## config.mk

```make
export PLATFORM = sky130hd
export DESIGN_NAME = rd_burst_sequencer
export DESIGN_NICKNAME = d
export VERILOG_FILES = /design/src/rtl/rd_burst_sequencer.sv
export SDC_FILE = /design/constraint.sdc
export NUM_CORES = 1
export LEC_CHECK = 0
export ABC_AREA = 1
export ABC_CLOCK_PERIOD_IN_PS = 2150
export CAP_MARGIN = 10
export CORE_MARGIN = 3
export CORE_UTILIZATION = 50
export CTS_BUF_LIST = sky130_fd_sc_hd__clkbuf_8
export CTS_CLUSTER_SIZE = 12
export DETAILED_ROUTE_END_ITERATION = 8
export GPL_TIMING_DRIVEN = 0
export PLACE_DENSITY = 0.75
export SYNTH_ARGS = -nofsm -noshare
export SYNTH_HDL_FRONTEND = slang
export SYNTH_SLANG_ARGS = --single-unit
```

## constraint.sdc

```tcl
create_clock -name clk -period 2.15 [get_ports clk]
set_clock_uncertainty 0.1 [all_clocks]
set_input_delay 0.645 -clock clk [delete_from_list [all_inputs] [get_ports clk]]
set_output_delay 0.645 -clock clk [all_outputs]
set_load 0.02 [all_outputs]
```

## src/rtl/rd_burst_sequencer.sv

```systemverilog
// -----------------------------------------------------------------------------
// rd_burst_sequencer
//
// Upstream command stage for a single-read handshake controller. Accepts a
// burst command of cmd_len reads, issues one-cycle start pulses one read at a
// time, waits for the controller's ds done strobe after each read and counts
// completions. A read whose ds does not arrive within TMO WAIT cycles aborts
// the burst with an error. Completion is reported with a one-cycle xfer_done
// pulse, qualified by xfer_err.
//
// Ports:
//   clk        in   clock, all logic on rising edge
//   rst        in   synchronous active-high reset
//   cmd_valid  in   burst command offered
//   cmd_ready  out  sequencer can accept a command (IDLE)
//   cmd_len    in   number of reads in the burst (0 = empty burst)
//   start      out  one-cycle read request to the read controller
//   ds         in   one-cycle read-done strobe from the read controller
//   busy       out  burst in progress
//   xfer_done  out  one-cycle burst-complete pulse
//   xfer_err   out  error status, only meaningful (non-zero) with xfer_done
//   rd_cnt     out  reads completed in the current/last burst
//
// All outputs are decoded from registered state; no input reaches an output
// combinationally.
// -----------------------------------------------------------------------------
module rd_burst_sequencer #(
  parameter int LEN_W = 8,
  parameter int TMO   = 64,
  parameter int TMO_W = (TMO > 0) ? $clog2(TMO + 1) : 1
) (
  input  logic             clk,
  input  logic             rst,
  input  logic             cmd_valid,
  output logic             cmd_ready,
  input  logic [LEN_W-1:0] cmd_len,
  output logic             start,
  input  logic             ds,
  output logic             busy,
  output logic             xfer_done,
  output logic             xfer_err,
  output logic [LEN_W-1:0] rd_cnt
);

  typedef enum logic [1:0] {
    S_IDLE  = 2'd0,
    S_ISSUE = 2'd1,
    S_WAIT  = 2'd2,
    S_END   = 2'd3
  } state_t;

  // Last timeout-counter value before abort; the counter starts at 0 in the
  // first WAIT cycle, so expiry happens on the TMO-th WAIT cycle.
  localparam logic [TMO_W-1:0] TMO_LAST = (TMO > 0) ? TMO_W'(TMO - 1) : '0;

  state_t           state_q, state_d;
  logic [LEN_W-1:0] remain_q, remain_d;
  logic [LEN_W-1:0] cnt_q, cnt_d;
  logic [TMO_W-1:0] tmo_q, tmo_d;
  logic             err_q, err_d;

  always_ff @(posedge clk) begin
    if (rst) begin
      state_q  <= S_IDLE;
      remain_q <= '0;
      cnt_q    <= '0;
      tmo_q    <= '0;
      err_q    <= 1'b0;
    end else begin
      state_q  <= state_d;
      remain_q <= remain_d;
      cnt_q    <= cnt_d;
      tmo_q    <= tmo_d;
      err_q    <= err_d;
    end
  end

  always_comb begin
    state_d  = state_q;
    remain_d = remain_q;
    cnt_d    = cnt_q;
    tmo_d    = tmo_q;
    err_d    = err_q;

    unique case (state_q)
      S_IDLE: begin
        // A ds seen here belongs to nobody and is dropped.
        if (cmd_valid) begin
          remain_d = cmd_len;
          cnt_d    = '0;
          err_d    = 1'b0;
          state_d  = (cmd_len == '0) ? S_END : S_ISSUE;
        end
      end

      S_ISSUE: begin
        tmo_d   = '0;
        state_d = S_WAIT;
        // No read is outstanding yet, so a ds here is a protocol error.
        if (ds) begin
          err_d = 1'b1;
        end
      end

      S_WAIT: begin
        // ds takes priority over an expiring timeout in the same cycle.
        if (ds) begin
          cnt_d    = cnt_q + LEN_W'(1);
          remain_d = remain_q - LEN_W'(1);
          state_d  = (remain_q == LEN_W'(1)) ? S_END : S_ISSUE;
        end else if (TMO != 0) begin
          if (tmo_q == TMO_LAST) begin
            err_d   = 1'b1;
            state_d = S_END;
          end else begin
            tmo_d = tmo_q + TMO_W'(1);
          end
        end
      end

      S_END: begin
        state_d = S_IDLE;
        if (ds) begin
          err_d = 1'b1;
        end
      end

      default: begin
        state_d = S_IDLE;
      end
    endcase
  end

  assign cmd_ready = (state_q == S_IDLE);
  assign start     = (state_q == S_ISSUE);
  assign busy      = (state_q != S_IDLE);
  assign xfer_done = (state_q == S_END);
  assign xfer_err  = (state_q == S_END) && err_q;
  assign rd_cnt    = cnt_q;

endmodule

```

After elaboration in Yosys (flattened, before gate mapping)
Index checks and enable logic that the tools add are counted.
- bits in registers: 26
- mux-type cells: 20
- equality and inequality tests: 12
- add/sub/neg operators: 3
- reductions and logical operators: 11
- operator list (operator ; number):
    $mux 8 ; 4
    $pmux 8 s2 ; 2
    $mux 7 ; 2
    $pmux 7 s2 ; 1
    $mux 2 ; 5
    $ne 2x2->1 const B ; 5
    $add 8x1->8 const B ; 1
    $eq 8x1->1 const B ; 1
    $logic_not 8->1 ; 1
    $pmux 2 s4 ; 1
    $sub 8x1->8 const B ; 1
    $add 7x1->7 const B ; 1
    $eq 7x6->1 const B ; 1
    $reduce_and 3->1 ; 2
    $reduce_bool 2->1 ; 3
    $eq 2x2->1 const B ; 2
    $mux 1 ; 4
    $reduce_and 4->1 ; 1
    $ne 3x3->1 const B ; 1
    $pmux 1 s3 ; 1
    $eq 2x1->1 const B ; 1
    $logic_not 2->1 ; 1
    $ne 2x1->1 const B ; 1
    $reduce_and 2->1 ; 1
    2 further kinds ; 2

Longest topological paths before layout
- depth after elaboration: 4
- depth in mapped cells: 12
- depth with buffers taken out: 11

Worst setup path before layout
Ideal clock, no wire load.
- path kind: register -> output
- start point: register state_q[0]
- end point: output busy
- arrival time: 0.960 ns
- cell stages (with the launch flop): 4
- path slack: 0.445 ns
- cell sequence: dfxtp_1 -> inv_1 -> ha_1 -> inv_1
- word-level cells in the longest chain between the ends: 1
- ends and longest elaborated chain (what ; RTL line ; source):
    from (decl) ; 56 ; state_t state_q, state_d;
    from (signal assigned) ; 70 ; state_q <= state_d;
    $reduce_bool 2->1 ; 136 ; assign busy = (state_q != S_IDLE);
    to (decl) ; 39 ; output logic busy,
Every way passes these cells.

Worst setup path after layout
- start point: register state_q[0]
- end point: output cmd_ready
- word-level cells in the longest chain between the ends: 1
- ends and longest elaborated chain (what ; RTL line ; source):
    $logic_not 2->1 ; 134 ; assign cmd_ready = (state_q == S_IDLE);
    to (decl) ; 35 ; output logic cmd_ready,
Every way passes these cells.

==> summary.md <==
The core region is 2877 sq um. For the utilization after layout, the log shows 66.64%. The logs give 0 for the initial antenna violation count and 2 for the buffer depth of the longest clock path. The synthesized netlist devotes 17.45% of its cell area to compound gates. Synthesis produced a netlist with a net count of 246. For this design, the slowest cell found on the critical path is dlygate4sd2_1. The run gives 0 as the number of buffers added to fix hold violations after cts. After synthesis, the largest family of logic cells by area is simple AND/OR/NAND/NOR gates.

After the first detailed-routing iteration, the DRC count stood at 82. The clock buffer count from CTS is 3, and the total setup violations reported at the end of the flow is 0. The setup total negative slack is 0 ns, and the number of global-route vias before repair is 1241. The tools report the number of sinks on the clock net as 26.

After the last flow step, the layout net total stands at 275. The number of unique standard cell types used by synthesis is 34. At the pin with the least slew margin, the transition time is 0.5469 ns.

The average routed wire per standard cell works out to 11.36 um. Worst max-slew margin expressed relative to the limit: 63.15%. The overall global routing resource usage is 18.82%. The minimum period implied by the final worst setup slack came out at 2.087 ns.

Summing the sequential cell areas from Yosys gives 33.15% of the chip area. The routed design has 3.351 mm of wire. For the worst-skew pair, the clock arrives at the later sink with an insertion delay of 0.27 ns. For this configuration, the core starts out at a cell density of 54.59%. For the placed wire-length estimate after detailed placement, the log shows 2.530 mm.

The clock input transition at the sequential cells of the worst setup and hold paths was 0.09 ns; the number of fillers in the final layout was 276. The area taken by flip-flops and latches was 520.5 sq um. Data arrives at the worst endpoint at 1.34 ns. The congestion estimate from routability-driven global placement came to 0.8225. The total power per unit cell area came out at 1139 nW/um^2.

For this run, the slowest stage of the critical path takes 0.35 ns. The adder and majority cell fraction of the synthesized area was 7.171%. The worst hold path belongs to the class reg -> reg. The run gives 3849 sq um as the area enclosed by the die boundary.

By startpoint and endpoint, the worst setup path is classified as reg -> out. The first global-routing pass estimated 5.499 mm of wire. Summing all multi-input logic gate instances after layout gives 892.1 sq um.

STA classifies the critical path endpoint as an output port. For the number of warning messages in the yosys log, the log shows 0. Counting both buffers and inverters, the worst setup path holds a total of 2.

The horizontal die dimension was 62.04 um; the number of buffers inserted to repair setup after CTS was 0. In this run the vertical extent of the chip is 62.04 um. The synthesized netlist devotes 30.92% of its cell area to simple gates.

TritonCTS built the clock tree. In the post-route analysis, the smallest setup slack over all paths is 0.06321 ns. Entering global routing, the biggest net connects 15 pins. The logs give 0 for the number of antenna-violating nets in the routed design and 1917 sq um for the final design area excluding fillers. The cell area after placement is 1863 sq um.

Prior to clock tree synthesis, the placed netlist has a worst setup slack of -0.02443 ns. Based on the critical path, the design can be clocked at up to 479.2 MHz. The share of cell area taken by muxes after synthesis was 0%. The post-synthesis instance total came out at 225.

Of the cells placed in the final design, the portion with a size suffix greater than 1 is 9.091%. After Yosys synthesis, XOR and XNOR cells account for 1.116% of the synthesized area. VDD sags by at most 0.6888 mV. The floorplan has 19 rows. 0 antenna diodes ended up in the layout.

The placed instance count was 291. The register bit total from synthesis was 26. Final hold analysis gives a worst-case slack of 0.3657 ns. Top cell family by delay on the critical path: buffers and inverters.

The finished layout holds 295 standard cells, fillers aside. The max-slew violation count was 0; the area growth from synthesis to layout was 22.07%. In this run the tool buffered the top-level ports with 24 buffer cells. 25 I/O pins were placed.

Summing every instance area after synthesis gives 1570 sq um. Total DRC errors in the routed layout: 0. Post-synthesis average cell area: 6.979 sq um. Number of endpoints with negative hold slack in the final report: 0. The tools report the master cell of the clock root buffer as clkbuf_8.

In this run the worst path has a maximum fanout of 4. The flow ran to the end, and the final reports show no timing, DRC or antenna violations. The pre-antenna-repair detailed-routing pass consisted of 4 iterations.

The count of vias placed by the detailed router is 1496. The critical path goes through inv_1 -> ha_2 -> dlygate4sd2_1. STA classifies the critical path startpoint as a flop.

Final clock period utilization by the worst path: 97.06%. After detailed routing, the number of vias per cell comes to 5.071. The CTS H-tree depth is 1. Setup repair after global routing left no endpoint under its margin.

The completed layout was analyzed and its total power is 2.184 mW. In this run the static leakage power is 0.8448 nW. At the worst endpoint, the required time is 1.40 ns. The total overflow left after global routing is 0.

Max-cap violations in this run came to 0.
[per-layer routing]
metal,global-route usage [%],wire [um],up-vias
met5,0,0,-
met4,5.455,25,0
met3,2.066,143,4
met2,28.25,1421,33
met1,28.07,1761,665
li1,-,-,794
[worst paths after layout]
| check | depth (start not counted) | slack [ns] | startpoint | end |
|---|---|---|---|---|
| worst max-delay path | 3 | 0.06 | state_q[0] | cmd_ready |
| worst min-delay path | 2 | 0.37 | err_q | err_q |
| worst max register to register | 9 | 0.28 | state_q[0] | tmo_q[3] |
| worst min register to register | 2 | 0.37 | err_q | err_q |
[worst min-delay path: stages (launching register included)]
cell and delay (ns):
dfxtp_1 0.33, inv_1 0.05, a21oi_1 0.05
[report_power, final]
| part | leakage [nW] | switching, mW | internal [mW] | total [mW] |
|---|---|---|---|---|
| logic | 0.604 | 0.709 | 0.438 | 1.15 |
| registers | 0.212 | 0.108 | 0.607 | 0.716 |
| clock network | 0.0288 | 0.158 | 0.164 | 0.321 |
| total | 0.845 | 0.975 | 1.21 | 2.18 |
[registers in the layout, indices dropped and copies added (netlist names)]
name / count
remain_q: 8
rd_cnt: 8
state_q: 2
tmo_q: 7
err_q: 1
[cells in the final DEF, fill, tap and decap left out, types with 2 or more instances in the layout]
master,synthesis,final
dlygate4sd2_1,0,4
nor2_1,24,24
dfxtp_1,26,26
a211oi_1,2,2
nor4_1,2,2
nand2_1,46,46
clkdlybuf4s50_1,0,19
ha_1,9,8
nand4_1,4,4
nand2_2,2,2
nand3_1,8,8
nor3b_1,3,3
nor3_1,3,3
clkbuf_1,2,2
a21oi_1,19,19
o211a_1,2,2
clkbuf_8,0,4
inv_1,26,26
buf_6,2,2
nand2_4,4,4
buf_2,2,2
o21ai_0,23,23
a31oi_1,2,2
[logic make-up (layout without fill, tap and decap cells)]
kind of cell               after synthesis  count (layout)
adders and majority gates                9               9
and+or+nand+nor                        103             103
DFF                                     26              26
xor gates and xnor gates                 2               2
AOI/OAI and AO/OA                       50              50
buffers and inverters                   35              63
[cell usage after synthesis, drive strengths merged]
cell type	n	area share (%)
nand2	52	15
inv	28	7.2
dfxtp	26	33
nor2	26	6.9
o21ai	23	7.3
a21oi	19	6.1
ha	9	7.2
nand3	8	2.5
buf	5	2.5
nand4	4	1.6
nor3	3	0.96
nor3b	3	1.4
a211oi	2	0.96
a31oi	2	0.80
clkbuf	2	0.48
nor4	2	0.80
o211a	2	1.3
a21o	1	0.48
a31o	1	0.56
and2	1	0.40
and3	1	0.40
nand2b	1	0.40
nand3b	1	0.48
or2	1	0.40
xnor2	1	0.56
xor2	1	0.56
[what timing repair did]
| item | in CTS | in global routing |
|---|---|---|
| resized for setup | 7 | 1 |
| pin swaps | 0 | 0 |
| setup endpoints to repair | 5 | 2 |
[layout make-up]
class                   instances  area share, %
well taps                      42          2.742
inverters                      28          5.875
repair buffers                 24          12.34
plain buffers                   7          2.480
flip-flops and latches         26          27.15
multi-input cells             164          46.54
clock buffers                   4          2.872
No activity file was read; power rests on OpenSTA's default activity.
==> variant, RTL diff (same settings) <==
`TMO`: 64 -> 32.
--- a/src/rtl/rd_burst_sequencer.sv
+++ b/src/rtl/rd_burst_sequencer.sv
@@ -26,7 +26,7 @@
 // -----------------------------------------------------------------------------
 module rd_burst_sequencer #(
   parameter int LEN_W = 8,
-  parameter int TMO   = 64,
+  parameter int TMO   = 32,
   parameter int TMO_W = (TMO > 0) ? $clog2(TMO + 1) : 1
 ) (
   input  logic             clk,
Formal check against the unedited RTL: no difference found for any inputs over 10 cycles, from zero or initial values and one cycle with rst high; that may be too few to reach the edited logic, so the function may still have changed.
==> variant against the unedited design <==
Fmax rose by 0.68%. Worst hold slack improved by 0.019 ns. Via count rose by 3.5%. Power fell by 6.3%. Sequential cell count fell by 1. Final cell count rose by 8.8%. Synthesized area rose by 2.7%. Wire length rose by 3.9%. Design area rose by 1.8%. Worst setup slack improved by 0.014 ns. First-iteration DRC count rose by 12%.
==> variant: results (changes against the unedited design) <==
| Metric | Value |
|---|---|
| Area share of fa/ha/maj cells after synthesis | 6.982% (was 7.171%) |
| GR Util met1 | 25.05% (was 28.07%) |
| Met2 track demand over resource | 29.69% (was 28.25%) |
| Final Wtd Congestion | 0.8665 (was 0.8225) |
| Largest net degree at the start of global routing | 16 (was 15) |
| CP Launch Point | rd_cnt[5] (was state_q[0]) |
| Syn_nets | 272 (was 246) |
| Fillcell total | 271 (was 276) |
| Sw frac | 47.57% (was 44.65%) |
| Clk tree area frac | 2.502% (was 2.872%) |
| Vias | 1548 (was 1496) |
| Drt total wl | 3483 microns (was 3351 microns) |
| Routed len/inst | 10.85 microns (was 11.36 microns) |
| Outcome | complete, no violations (unchanged) |
| Gate power share | 54.9% (was 52.5%) |
| Vias in the first global route | 1404 (was 1241) |
| DPL Wire Length | 2664 microns (was 2530 microns) |
| XOR/XNOR Fraction of Synth Area | 1.086% (was 1.116%) |
| Synth top area cells | dfxtp_1 (31%), nand2_1 (15%), inv_1 (8.1%), nor2_1 (7.9%), ha_1 (7.0%) (was dfxtp_1 (33%), nand2_1 (11%), o21ai_0 (7.3%), ha_1 (7.2%), inv_1 (6.2%)) |
| FF-to-FF setup slack | 0.33 ns (was 0.28 ns) |
| First-pass GRT wire length | 6058 microns (was 5499 microns) |
| Signal buffers | 29 (was 31) |
| Max Fanout on Critical Path | 5 (was 4) |
| Starting DRT DRC Count | 92 (was 82) |
| Slowest-stage cell, CP | clkdlybuf4s50_1 (was dlygate4sd2_1) |
| Syn Area/Cell | 6.425 sq um (was 6.979 sq um) |
| Non-Clock Inverter Count | 40 (was 28) |
| Placed cell area | 1906 sq um (was 1863 sq um) |
| Nets | 301 (was 275) |
| Sequential cell area | 500.5 sq um (was 520.5 sq um) |
| Sequential cell area share | 25.66% (was 27.15%) |
| Data buffer area share | 13.73% (was 14.82%) |
| Multi-In Gates | 181 (was 164) |
| LEAKAGE | 0.9432 nW (was 0.8448 nW) |
| Slew headroom | 66.86% (was 63.15%) |
| Synth unique cells | 24 (was 34) |
## variant: changes by cell type after synthesis, moves of 5 or more
cell	change
inv_1	+9
nor2_1	+10
nand2_1	+17
o21ai_0	-5
nand3_1	+6
## variant: worst min-delay path by stage
| stage | slack (ns) | from | endpoint |
|---|---|---|---|
| after floorplan | 0.34 | remain_q[4] | remain_q[4] |
| after global placement | 0.36 | remain_q[4] | remain_q[4] |
| after detailed placement | 0.37 | remain_q[4] | remain_q[4] |
| after CTS | 0.38 | remain_q[4] | remain_q[4] |
| after global routing | 0.42 | remain_q[4] | remain_q[4] |
| final | 0.38 | remain_q[4] | remain_q[4] |
## variant: timing repair
| action | CTS | global route |
|---|---|---|
| hold buffers | 0 | 0 |
| setup endpoints to repair | 5 | 4 |
| resized for setup | 6 | 4 |
## variant: layer usage
metal / share of wire (%) / vias to the layer above / wire, microns
li1: - / 851 / -
met1: 51 / 658 / 1766
met2: 43 / 30 / 1506
met3: 3.7 / 9 / 130
met4: 2.3 / 0 / 80
met5: 0 / - / 0
